<file path="src/rtl/shift_out_register.sv">
// Parallel-in, serial-out register: drains a loaded word LSB first over a valid/ready bit stream.
// Define PARITY_EN to append an even-parity beat (carrying bit_last) after the data bits.
module shift_out_register #(
   parameter int N = 6
) (
   input  logic         clk,
   input  logic         reset,
   input  logic         load_valid,
   output logic         load_ready,
   input  logic [N-1:0] data,
   output logic         bit_out,
   output logic         bit_valid,
   input  logic         bit_ready,
   output logic         bit_last,
   output logic         busy
);

   localparam int CW = (N > 1) ? $clog2(N) : 1;

`ifdef PARITY_EN
   typedef enum logic [1:0] {IDLE = 2'd0, SHIFT = 2'd1, PARITY = 2'd2} state_t;
`else
   typedef enum logic [0:0] {IDLE = 1'b0, SHIFT = 1'b1} state_t;
`endif

   state_t        state_q, state_d;
   logic [N-1:0]  shift_q, shift_d;
   logic [CW-1:0] cnt_q,   cnt_d;
`ifdef PARITY_EN
   logic          parity_q, parity_d;
`endif

   always_comb begin
      state_d = state_q;
      shift_d = shift_q;
      cnt_d   = cnt_q;
`ifdef PARITY_EN
      parity_d = parity_q;
`endif
      case (state_q)
         IDLE: begin
            if (load_valid) begin
               shift_d  = data;
               cnt_d    = CW'(N - 1);
`ifdef PARITY_EN
               parity_d = ^data;
`endif
               state_d  = SHIFT;
            end
         end
         SHIFT: begin
            if (bit_ready) begin
               shift_d = {1'b0, shift_q[N-1:1]};
               // Counter saturates at zero; the zero beat is the last data beat.
               if (cnt_q == '0) begin
`ifdef PARITY_EN
                  state_d = PARITY;
`else
                  state_d = IDLE;
`endif
               end else begin
                  cnt_d = cnt_q - CW'(1);
               end
            end
         end
`ifdef PARITY_EN
         PARITY: begin
            if (bit_ready) state_d = IDLE;
         end
`endif
         default: state_d = IDLE;
      endcase
   end

   always_ff @(posedge clk) begin
      if (reset) begin
         state_q  <= IDLE;
         shift_q  <= '0;
         cnt_q    <= '0;
`ifdef PARITY_EN
         parity_q <= 1'b0;
`endif
      end else begin
         state_q  <= state_d;
         shift_q  <= shift_d;
         cnt_q    <= cnt_d;
`ifdef PARITY_EN
         parity_q <= parity_d;
`endif
      end
   end

   // Outputs decode registered state only, so no input reaches an output combinationally.
   always_comb begin
      load_ready = 1'b0;
      bit_valid  = 1'b0;
      bit_out    = 1'b0;
      bit_last   = 1'b0;
      busy       = 1'b1;
      case (state_q)
         IDLE: begin
            load_ready = 1'b1;
            busy       = 1'b0;
         end
         SHIFT: begin
            bit_valid = 1'b1;
            bit_out   = shift_q[0];
`ifndef PARITY_EN
            bit_last  = (cnt_q == '0);
`endif
         end
`ifdef PARITY_EN
         PARITY: begin
            bit_valid = 1'b1;
            bit_out   = parity_q;
            bit_last  = 1'b1;
         end
`endif
         default: busy = 1'b0;
      endcase
   end

endmodule

</file>
<file path="config.mk">
export PLATFORM = sky130hd
export DESIGN_NAME = shift_out_register
export DESIGN_NICKNAME = d
export VERILOG_FILES = /design/src/rtl/shift_out_register.sv
export SDC_FILE = /design/constraint.sdc
export NUM_CORES = 1
export LEC_CHECK = 0
export ABC_AREA = 1
export CAP_MARGIN = 5
export CORE_AREA = 4 4 41 43
export CTS_CLUSTER_SIZE = 30
export DETAILED_ROUTE_END_ITERATION = 7
export DIE_AREA = 0 0 45 47
export PLACE_DENSITY = 0.72
export SLEW_MARGIN = 20
export SYNTH_ARGS = -nofsm -noshare
export SYNTH_HDL_FRONTEND = slang
export SYNTH_SLANG_ARGS = --single-unit
</file>
<file path="constraint.sdc">
create_clock -name clk -period 1.3 [get_ports clk]
set_clock_uncertainty 0.15 [all_clocks]
set_input_delay 0.26 -clock clk [delete_from_list [all_inputs] [get_ports clk]]
set_output_delay 0.26 -clock clk [all_outputs]
set_load 0.02 [all_outputs]
</file>
==> out/metrics.yaml, run 1 <==
power_and_ir_drop:
  p_per_area_mw_per_mm2: 1065
  leakagePower_uw: 0.0005283
  power_uw: 1231
  peakVddDrop_mv: 0.7682
synth:
  avgSynthCellArea_um2: 6.718
  netlist_area_um2: 564.3
  syn_nets: 96
  ys_ff_latch: 10
  synth_cell_types: 15
  synth-warning-count: 0
  ys_seq_area_share_pct: 35.48
  netlist_instances: 84
floorplanning:
  rows: 13
  dieArea_mm2: 0.002115
  die_x_um: 45
  coreArea_mm2: 0.001301
  ios: 15
  start_util_pct: 43.37
  dieHeight_um: 47
drt:
  drt_drc_violations_left: 0
  top_layer: "met4"
  wl_met1_um: 827
  wire_per_inst_um: 16.72
  wl_met2_um: 1273
  drt_iter0_drc: 20
  via_per_inst: 5.182
  drt_first_pass_iters: 6
  wl_um: 2290
  ant_nets: 0
  vias: 710
  met3WireLength_um: 147
timing:
  maxSlewHeadroom_pct: 80.98
  slew_violations: 0
  fmaxAchievable_mhz: 669.9
  finalCritPeriodShare_pct: 114.8
  grt_setup_unrepaired: "true"
  layout_min_cycle_time_ns: 1.493
  finalWorstSetupSlack_ns: -0.1928
  setup_viol: 13
  worstMarginPinSlew_ns: 0.2848
  hold_violations: 0
final_layout:
  drive_gt1_share_pct: 63.11
  post-route-util_pct: 88.85
  diodes: 0
  nNetsFinal: 135
  areaGrowthSynthToFinish_pct: 104.9
critical_path:
  setup.worst_path.class: "flip-flop to output pin"
  reg2reg_from: "cnt_q[0]"
  rrSetupSlack_ns: -0.13
  setup.worst_path.end_class: "output pin"
  worstSetupStartpoint: "cnt_q[0]"
  critPathLaunchType: "flip-flop"
  ff2ff_path_depth: 9
  required_ns: 0.89
  path_max_fanout: 2
  endpoint: "bit_last"
  crit_arrival_ns: 1.08
  rr_endpoint: "cnt_q[2]"
global_route:
  grt_first_pass_wirelength_um: 3201
  grt_antenna_before_repair: 0
  grt_overflow: 0
  grt_pass1_vias: 693
  grt_max_degree: 8
  globalRouteTotalUtil_pct: 22.46
clocking:
  cts-htree-levels: 1
  insertion_delay_ns: 0.28
  clk_pin_slew_ns: 0.07
  cts_root_buffer: "clkbuf_4"
  cts_made_buffers: 3
  cts_buffer_depth: 2
  hold_buffers: 0
  clock_sinks: 10
  cts_tree: "yes"
flow_run:
  drv_cap: 0
min_path:
  min-delay-start: "shift_q[5]"
  hp-class: "flip-flop to flip-flop"
placed_design:
  numPortBuffers: 14
  gp_congestion: 0.7822
  dpl.hpwl_um: 1075
  place_ws_ns: -0.4563
run_status:
  violations: "negative setup slack"
  status: "complete, but fails checks"
-- final cells by class --
class / count / area, µm²
flip-flops and latches: 10 / 206.4
well taps: 15 / 18.77
inverters: 10 / 40.04
multi-input cells: 62 / 493.0
repair buffers: 36 / 361.6
clock buffers: 4 / 36.28
fillers: 59 / 145.1
-- per-layer routing --
| metal | vias up | global-route usage, % |
|---|---|---|
| met5 | - | 0 |
| met1 | 340 | 22.35 |
| met3 | 5 | 5.364 |
| met2 | 30 | 40.96 |
| met4 | 0 | 15.79 |
| li1 | 335 | - |
-- metrics by stage --
| step | area [µm²] | std cells | setup TNS [ns] | hold WS, ns |
|---|---|---|---|---|
| final | 1156 | 137 | -0.7856 | 0.3449 |
| after global routing | 1156 | 137 | -1.388 | 0.3895 |
| after CTS | 1055 | 136 | -0.6526 | 0.3341 |
| after detailed placement | 814.5 | 124 | -3.103 | 0.3246 |
| after global placement | 814.5 | 124 | -2.889 | 0.2972 |
| after floorplan | 573.1 | 84 | 0 | 0.1791 |
-- repair_timing --
action | CTS | global route
buffers inserted | 9 | 4
setup endpoints to repair | 14 | 14
hold endpoints to repair | 0 | 0
resized for setup | 61 | 28
pin swaps | 11 | 15
-- state kept, by name, indices dropped and copies added (netlist names) --
name,flops
shift_q,6
cnt_q,3
state_q,1
-- power breakdown --
part           internal [µW]  switching (µW)  total (µW)
Clock                    171             127         297
Combinational            280             281         561
Sequential               342            30.5         372
-- kinds of logic after synthesis --
kind of cell	synth area share (%)
fa+ha+maj	4.434
flops	35.48
buf+inv	9.311
compound gates	9.313
simple gates	41.46
-- Yosys cell counts --
cell type	count	area, µm²
buf_4	2	15.01
dfxtp_1	10	200.2
nand2_2	3	18.77
o21ai_1	6	30.03
a21oi_1	3	15.01
o211ai_1	1	7.510
nand3_1	2	10.01
nand3_2	1	10.01
ha_1	2	25.02
nand2_4	3	33.78
inv_1	9	33.78
inv_2	1	3.750
nor2_1	14	52.55
nor2_4	1	11.26
nand2_1	26	97.59
-- how the worst min path moves through the flow --
| stage | to | slack (ns) | cells past startpoint |
|---|---|---|---|
| 2_1_floorplan | cnt_q[0] | 0.18 | 1 |
| 3_3_place_gp | shift_q[5] | 0.30 | 2 |
| 3_5_place_dp | shift_q[5] | 0.32 | 2 |
| 4_1_cts | shift_q[5] | 0.33 | 2 |
| 5_1_grt | shift_q[5] | 0.39 | 2 |
| 6_report | shift_q[5] | 0.34 | 2 |
-- placed cells by master (no fill, tap or decap), drive strengths merged --
cell type and count:
a21oi 3, buf 27, clkbuf 4, clkdlybuf4s50 8, dfxtp 10, dlymetal6s2s 1, ha 2, inv 10
nand2 32, nand3 3, nor2 15, o211ai 1, o21ai 6
-- worst max-delay path, stage by stage (launching register included) --
cell and delay (ns):
dfxtp_2 0.33, inv_2 0.07, ha_4 0.15, nand2_4 0.05, nor2_4 0.08, buf_6 0.12
Power figures use the tool's default switching activity.
==> inputs of run 2 (changes only) <==
--- a/config.mk
+++ b/config.mk
@@ -11,7 +11,8 @@
 export CTS_CLUSTER_SIZE = 30
 export DETAILED_ROUTE_END_ITERATION = 7
 export DIE_AREA = 0 0 45 47
-export PLACE_DENSITY = 0.72
+export DONT_BUFFER_PORTS = 1
+export PLACE_DENSITY = 0.58
 export SLEW_MARGIN = 20
 export SYNTH_ARGS = -nofsm -noshare
 export SYNTH_HDL_FRONTEND = slang
==> run 2 against run 1 <==
- the flow still finishes with violations (negative setup slack)
- die area stayed put
- via count decreased by 21%
- combinational power down 38%
- global-route usage decreased by 8.2 points
- sequential share of layout area increased by 7.8 points
- critical path type unchanged
- largest cell class unchanged
==> out/metrics.yaml, run 2 (synthesis results as in run 1) <==
clocking:
  cts_root_buffer: "clkbuf_4"
  cts_buffer_depth: 2
  cts-htree-levels: 1
  cts_tree: "yes"
  clock_sinks: 10
  cts_made_buffers: 3
  insertion_delay_ns: 0.26
  clk_pin_slew_ns: 0.07
timing:
  setup_viol: 5
  finalCritPeriodShare_pct: 111.1
  maxSlewHeadroom_pct: 85.21
  grt_setup_unrepaired: "true"
  slew_violations: 0
  layout_min_cycle_time_ns: 1.444
  finalWorstSetupSlack_ns: -0.1442
  hold_slack_ns: 0.02042
  hold_violations: 0
  fmaxAchievable_mhz: 692.4
  worstMarginPinSlew_ns: 0.2216
floorplanning:
  dieHeight_um: 47
  dieArea_mm2: 0.002115
  rows: 13
  ios: 15
  start_util_pct: 43.37
  die_x_um: 45
  coreArea_mm2: 0.001301
global_route:
  grt_first_pass_wirelength_um: 2097
  grt_overflow: 0
  grt_antenna_before_repair: 0
  globalRouteTotalUtil_pct: 14.29
  grt_max_degree: 9
  grt_pass1_vias: 498
power_and_ir_drop:
  peakVddDrop_mv: 0.6979
  swShare_pct: 32.52
  p_seq_share_pct: 37.0
  internal_power_uw: 671.3
  combPwrFrac_pct: 35.2
  p_per_area_mw_per_mm2: 1235
  leakagePower_uw: 0.0003895
  clock_power_share_pct: 27.8
  power_switching_uw: 323.5
final_layout:
  largest_reg_flops: 6
  post-route-util_pct: 61.92
  nNetsFinal: 115
  final_common_cell: "nand2_1"
  regMostFlops: "shift_q"
  diodes: 0
  final_cell_mix: "nand2_1 (23), buf_4 (14), nor2_1 (13)"
  num-fill-cells: 123
  areaGrowthSynthToFinish_pct: 42.79
  top_regs: "shift_q x6, cnt_q x3, state_q x1"
  drive_gt1_share_pct: 43.14
critical_path:
  crit_arrival_ns: 1.03
  setup.worst_path.class: "flip-flop to output pin"
  setup.worst_path.end_class: "output pin"
  critPathLaunchType: "flip-flop"
  path_max_fanout: 2
  reg2reg_from: "cnt_q[1]"
  worstSetupStartpoint: "cnt_q[1]"
  required_ns: 0.89
drt:
  ant_nets: 0
  drt_first_pass_iters: 4
  wl_um: 1461
  wire_per_inst_um: 12.49
  drt_drc_violations_left: 0
  via_per_inst: 4.821
  vias: 564
  drt_iter0_drc: 10
flow_run:
  drv_cap: 0
placed_design:
  gp_congestion: 0.6951
  numPortBuffers: 0
  dpl.hpwl_um: 893.4
run_status:
  violations: "negative setup slack"
  status: "complete, but fails checks"
min_path:
  hp-class: "input port to flip-flop"
  min-delay-start: "data[5]"
run 2: cell types whose count changed in the layout (fill, tap and decap cells not counted), moves of 2 or more:
cell	previous run	this run
nor2_1	7	13
clkdlybuf4s50_1	8	0
nand2_1	13	23
nor2_2	2	0
o21ai_2	3	1
nand2_2	12	5
a21oi_1	0	2
buf_6	9	0
a21oi_2	3	1
o21ai_1	3	5
buf_12	2	0
nand2_8	3	0
nor2_4	6	2
run 2: timing repair:
action	CTS	global route
pin swaps	3	10
endpoints found under the hold margin	3	0
setup buffers	3	7
hold buffers	1	0
setup endpoints to repair	8	8
gates resized for setup	10	11
run 2: path summary, 6_finish.rpt:
| path | end | slack [ns] | cells past startpoint |
|---|---|---|---|
| hold reg to reg | shift_q[5] | 0.32 | 2 |
| hold / removal | shift_q[5] | 0.02 | 2 |
| setup / recovery | bit_last | -0.14 | 4 |
| setup reg to reg | cnt_q[2] | -0.06 | 8 |
run 2: final cells by class:
| class | count | area [µm²] | share of cell area, % |
|---|---|---|---|
| well taps | 15 | 18.77 | 2.329 |
| inverters | 10 | 37.54 | 4.658 |
| clock buffers | 4 | 36.28 | 4.503 |
| repair buffers | 16 | 130.1 | 16.15 |
| flip-flops and latches | 10 | 206.4 | 25.62 |
| multi-input cells | 62 | 376.6 | 46.74 |
run 2: stage by stage:
| step | instance area (µm²) | cells | TNS (ns) | setup WS, ns | total power (µW) |
|---|---|---|---|---|---|
| after CTS | 714.4 | 111 | -0.3137 | -0.1720 | 920.5 |
| after detailed placement | 621.8 | 103 | -0.02465 | -0.01407 | 598.7 |
| after floorplan | 573.1 | 84 | 0 | 0.04288 | 545.3 |
| after global routing | 805.8 | 117 | -0.6474 | -0.1792 | 1052 |
| final | 805.8 | 117 | -0.3539 | -0.1442 | 994.8 |
| after global placement | 621.8 | 103 | 0 | 0.01855 | 596.0 |
run 2: power by group through the flow:
| stage | registers, µW | logic, µW | clock network, µW |
|---|---|---|---|
| 6_report | 368 | 350 | 276 |
| 5_1_grt | 372 | 382 | 298 |
| 4_1_cts | 366 | 270 | 284 |
| 3_5_place_dp | 371 | 227 | 0 |
| 3_3_place_gp | 370 | 226 | 0 |
| 2_1_floorplan | 371 | 175 | 0 |
run 2: worst max-delay path, cell delays in order, from the launching register on:
cell,delay [ns]
dfxtp_2,0.33
inv_2,0.07
ha_4,0.13
nand2_2,0.05
nor2_4,0.19
run 2: routing by layer:
| layer | global-route usage, % | vias up | part of all wire, % |
|---|---|---|---|
| li1 | - | 292 | - |
| met1 | 15.90 | 250 | 42 |
| met2 | 24.29 | 20 | 51 |
| met3 | 4.981 | 2 | 6.7 |
| met4 | 7.018 | 0 | 0.68 |
| met5 | 0 | - | 0 |
==> inputs of run 3 (changes only) <==
--- a/config.mk
+++ b/config.mk
@@ -7,10 +7,10 @@
 export LEC_CHECK = 0
 export ABC_AREA = 1
 export CAP_MARGIN = 5
-export CORE_AREA = 4 4 41 43
+export CORE_AREA = 2 2 39 41
 export CTS_CLUSTER_SIZE = 30
 export DETAILED_ROUTE_END_ITERATION = 7
-export DIE_AREA = 0 0 45 47
+export DIE_AREA = 0 0 41 43
 export DONT_BUFFER_PORTS = 1
 export PLACE_DENSITY = 0.58
 export SLEW_MARGIN = 20
==> run 3 against run 2 <==
- the run still ends with negative setup slack left
- cell count decreased by 3.4%
- clock power increased by 3%
- worst setup slack got worse by 0.011 ns
- sequential cell count unchanged
- design area decreased by 5.0%
- combinational power decreased by 12%
- global-route usage increased by 3.5 points
- sequential power about the same
- wire length decreased by 15%
- maximum frequency decreased by 0.79%
- die area decreased by 17%
- highest routed layer unchanged
==> out/metrics.yaml, run 3 (synthesis results as in run 1) <==
placed_design:
  dpl.hpwl_um: 875.1
  place_inst: 104
  numPortBuffers: 0
  gp_congestion: 0.7105
min_path:
  min-delay-start: "data[5]"
  hp-class: "input port to flip-flop"
power_and_ir_drop:
  peakVddDrop_mv: 0.6223
  p_per_area_mw_per_mm2: 1253
  leakagePower_uw: 0.0003733
timing:
  layout_min_cycle_time_ns: 1.456
  slew_violations: 0
  hold_violations: 0
  worstMarginPinSlew_ns: 0.2302
  finalCritPeriodShare_pct: 112.0
  fmaxAchievable_mhz: 687.0
  finalWorstSetupSlack_ns: -0.1556
  maxSlewHeadroom_pct: 84.64
  hold_slack_ns: 0.02100
  grt_setup_unrepaired: "true"
  setup_viol: 3
global_route:
  grt_overflow: 0
  grt_first_pass_wirelength_um: 1994
  grt_max_degree: 9
  grt_pass1_vias: 480
  globalRouteTotalUtil_pct: 17.82
  grt_antenna_before_repair: 0
clocking:
  cts-htree-levels: 1
  cts_root_buffer: "clkbuf_4"
  insertion_delay_ns: 0.27
  cts_buffer_depth: 2
  cts_made_buffers: 3
  cts_tree: "yes"
  clock_sinks: 10
  clk_pin_slew_ns: 0.07
critical_path:
  crit_arrival_ns: 1.05
  rrSetupSlack_ns: 0.05
  cpPeakStageDelay_ns: 0.33
  setup.worst_path.end_class: "output pin"
  critPathLaunchType: "flip-flop"
  worstSetupStartpoint: "cnt_q[0]"
  path_max_fanout: 2
  required_ns: 0.89
  crit_chain: "inv_2, ha_4, nand2_4, nor2_4"
  slowest_stage: "dfxtp_2"
  crit_buf_inv: 1
  critPathTopFamily: "flip-flops"
  setup.worst_path.class: "flip-flop to output pin"
  reg2reg_from: "cnt_q[0]"
floorplanning:
  ios: 15
  rows: 14
  dieArea_mm2: 0.001763
  die_x_um: 41
  start_util_pct: 40.78
  dieHeight_um: 43
  coreArea_mm2: 0.001384
drt:
  drt_drc_violations_left: 0
  drt_first_pass_iters: 4
  wire_per_inst_um: 11.04
  ant_nets: 0
  vias: 538
  drt_iter0_drc: 14
  wl_um: 1248
  via_per_inst: 4.761
final_layout:
  nNetsFinal: 110
  multiInputGateArea_um2: 364.1
  final_common_cell: "nand2_1"
  num-fill-cells: 140
  areaGrowthSynthToFinish_pct: 35.70
  largest_reg_flops: 6
  layout.cells.non_filler: 113
  final_cell_mix: "nand2_1 (25), nor2_1 (13), buf_4 (8)"
  diodes: 0
  seq_area_um2: 206.4
  drive_gt1_share_pct: 37.11
  top_regs: "shift_q x6, cnt_q x3, state_q x1"
  regMostFlops: "shift_q"
run_status:
  status: "complete, but fails checks"
  violations: "negative setup slack"
flow_run:
  drv_cap: 0
-- run 3: changes by cell type in the layout (fill, tap and decap cells not counted) --
cell     before  now
buf_12        0    1
nand3_1       1    2
buf_4        14    8
nand2_2       5    2
buf_6         0    1
buf_8         1    0
nand2_1      23   25
nand3_4       1    0
nand2_4       4    5
-- run 3: metal layers --
layer  part of all wire, %  GRT usage [%]  vias up
met4                   1.7          8.667        0
met5                     0              0        -
li1                      -              -      282
met1                    41          18.51      241
met3                   5.8          9.424        4
met2                    51          27.81       11
-- run 3: path summary, 6_finish.rpt --
path                endpoint  cells past startpoint
setup reg to reg    cnt_q[0]                      7
setup / recovery    bit_last                      4
hold reg to reg   shift_q[5]                      2
hold / removal    shift_q[5]                      2
-- run 3: cell type report --
| type | count | share of cell area, % |
|---|---|---|
| Clock buffer | 4 | 4.739 |
| Tap cell | 16 | 2.614 |
| Multi-Input combinational cell | 62 | 47.55 |
| Sequential cell | 10 | 26.96 |
| Timing Repair Buffer | 11 | 13.24 |
| Inverter | 10 | 4.902 |
-- run 3: per-stage QoR --
stage / instance area [µm²] / total power [µW] / utilization, % / worst slack [ns] / TNS, ns
3_5_place_dp: 635.6 / 607.6 / 45.93 / -0.009169 / -0.01161
3_3_place_gp: 635.6 / 605.9 / 45.93 / 0.009754 / 0
2_1_floorplan: 573.1 / 545.3 / - / 0.04288 / 0
4_1_cts: 723.2 / 936.9 / 52.26 / -0.1848 / -0.3118
6_report: 765.7 / 959.1 / 55.33 / -0.1556 / -0.2710
5_1_grt: 765.7 / 1030 / 55.33 / -0.2189 / -0.4816
-- run 3: repair_timing --
item                       CTS  global route
hold endpoints to repair     3             0
gates resized for setup      8             9
setup endpoints to repair    6             6
pin swaps                    3             6
hold buffers                 1             0
buffers inserted             3             1
-- run 3: report_power, final --
group / internal [µW] / total, µW / leakage [µW] / switching [µW]
Clock: 170 / 283 / 0.0000210 / 113
Combinational: 138 / 308 / 0.000268 / 170
Sequential: 342 / 368 / 0.0000840 / 25.9
Total: 650 / 959 / 0.000373 / 309
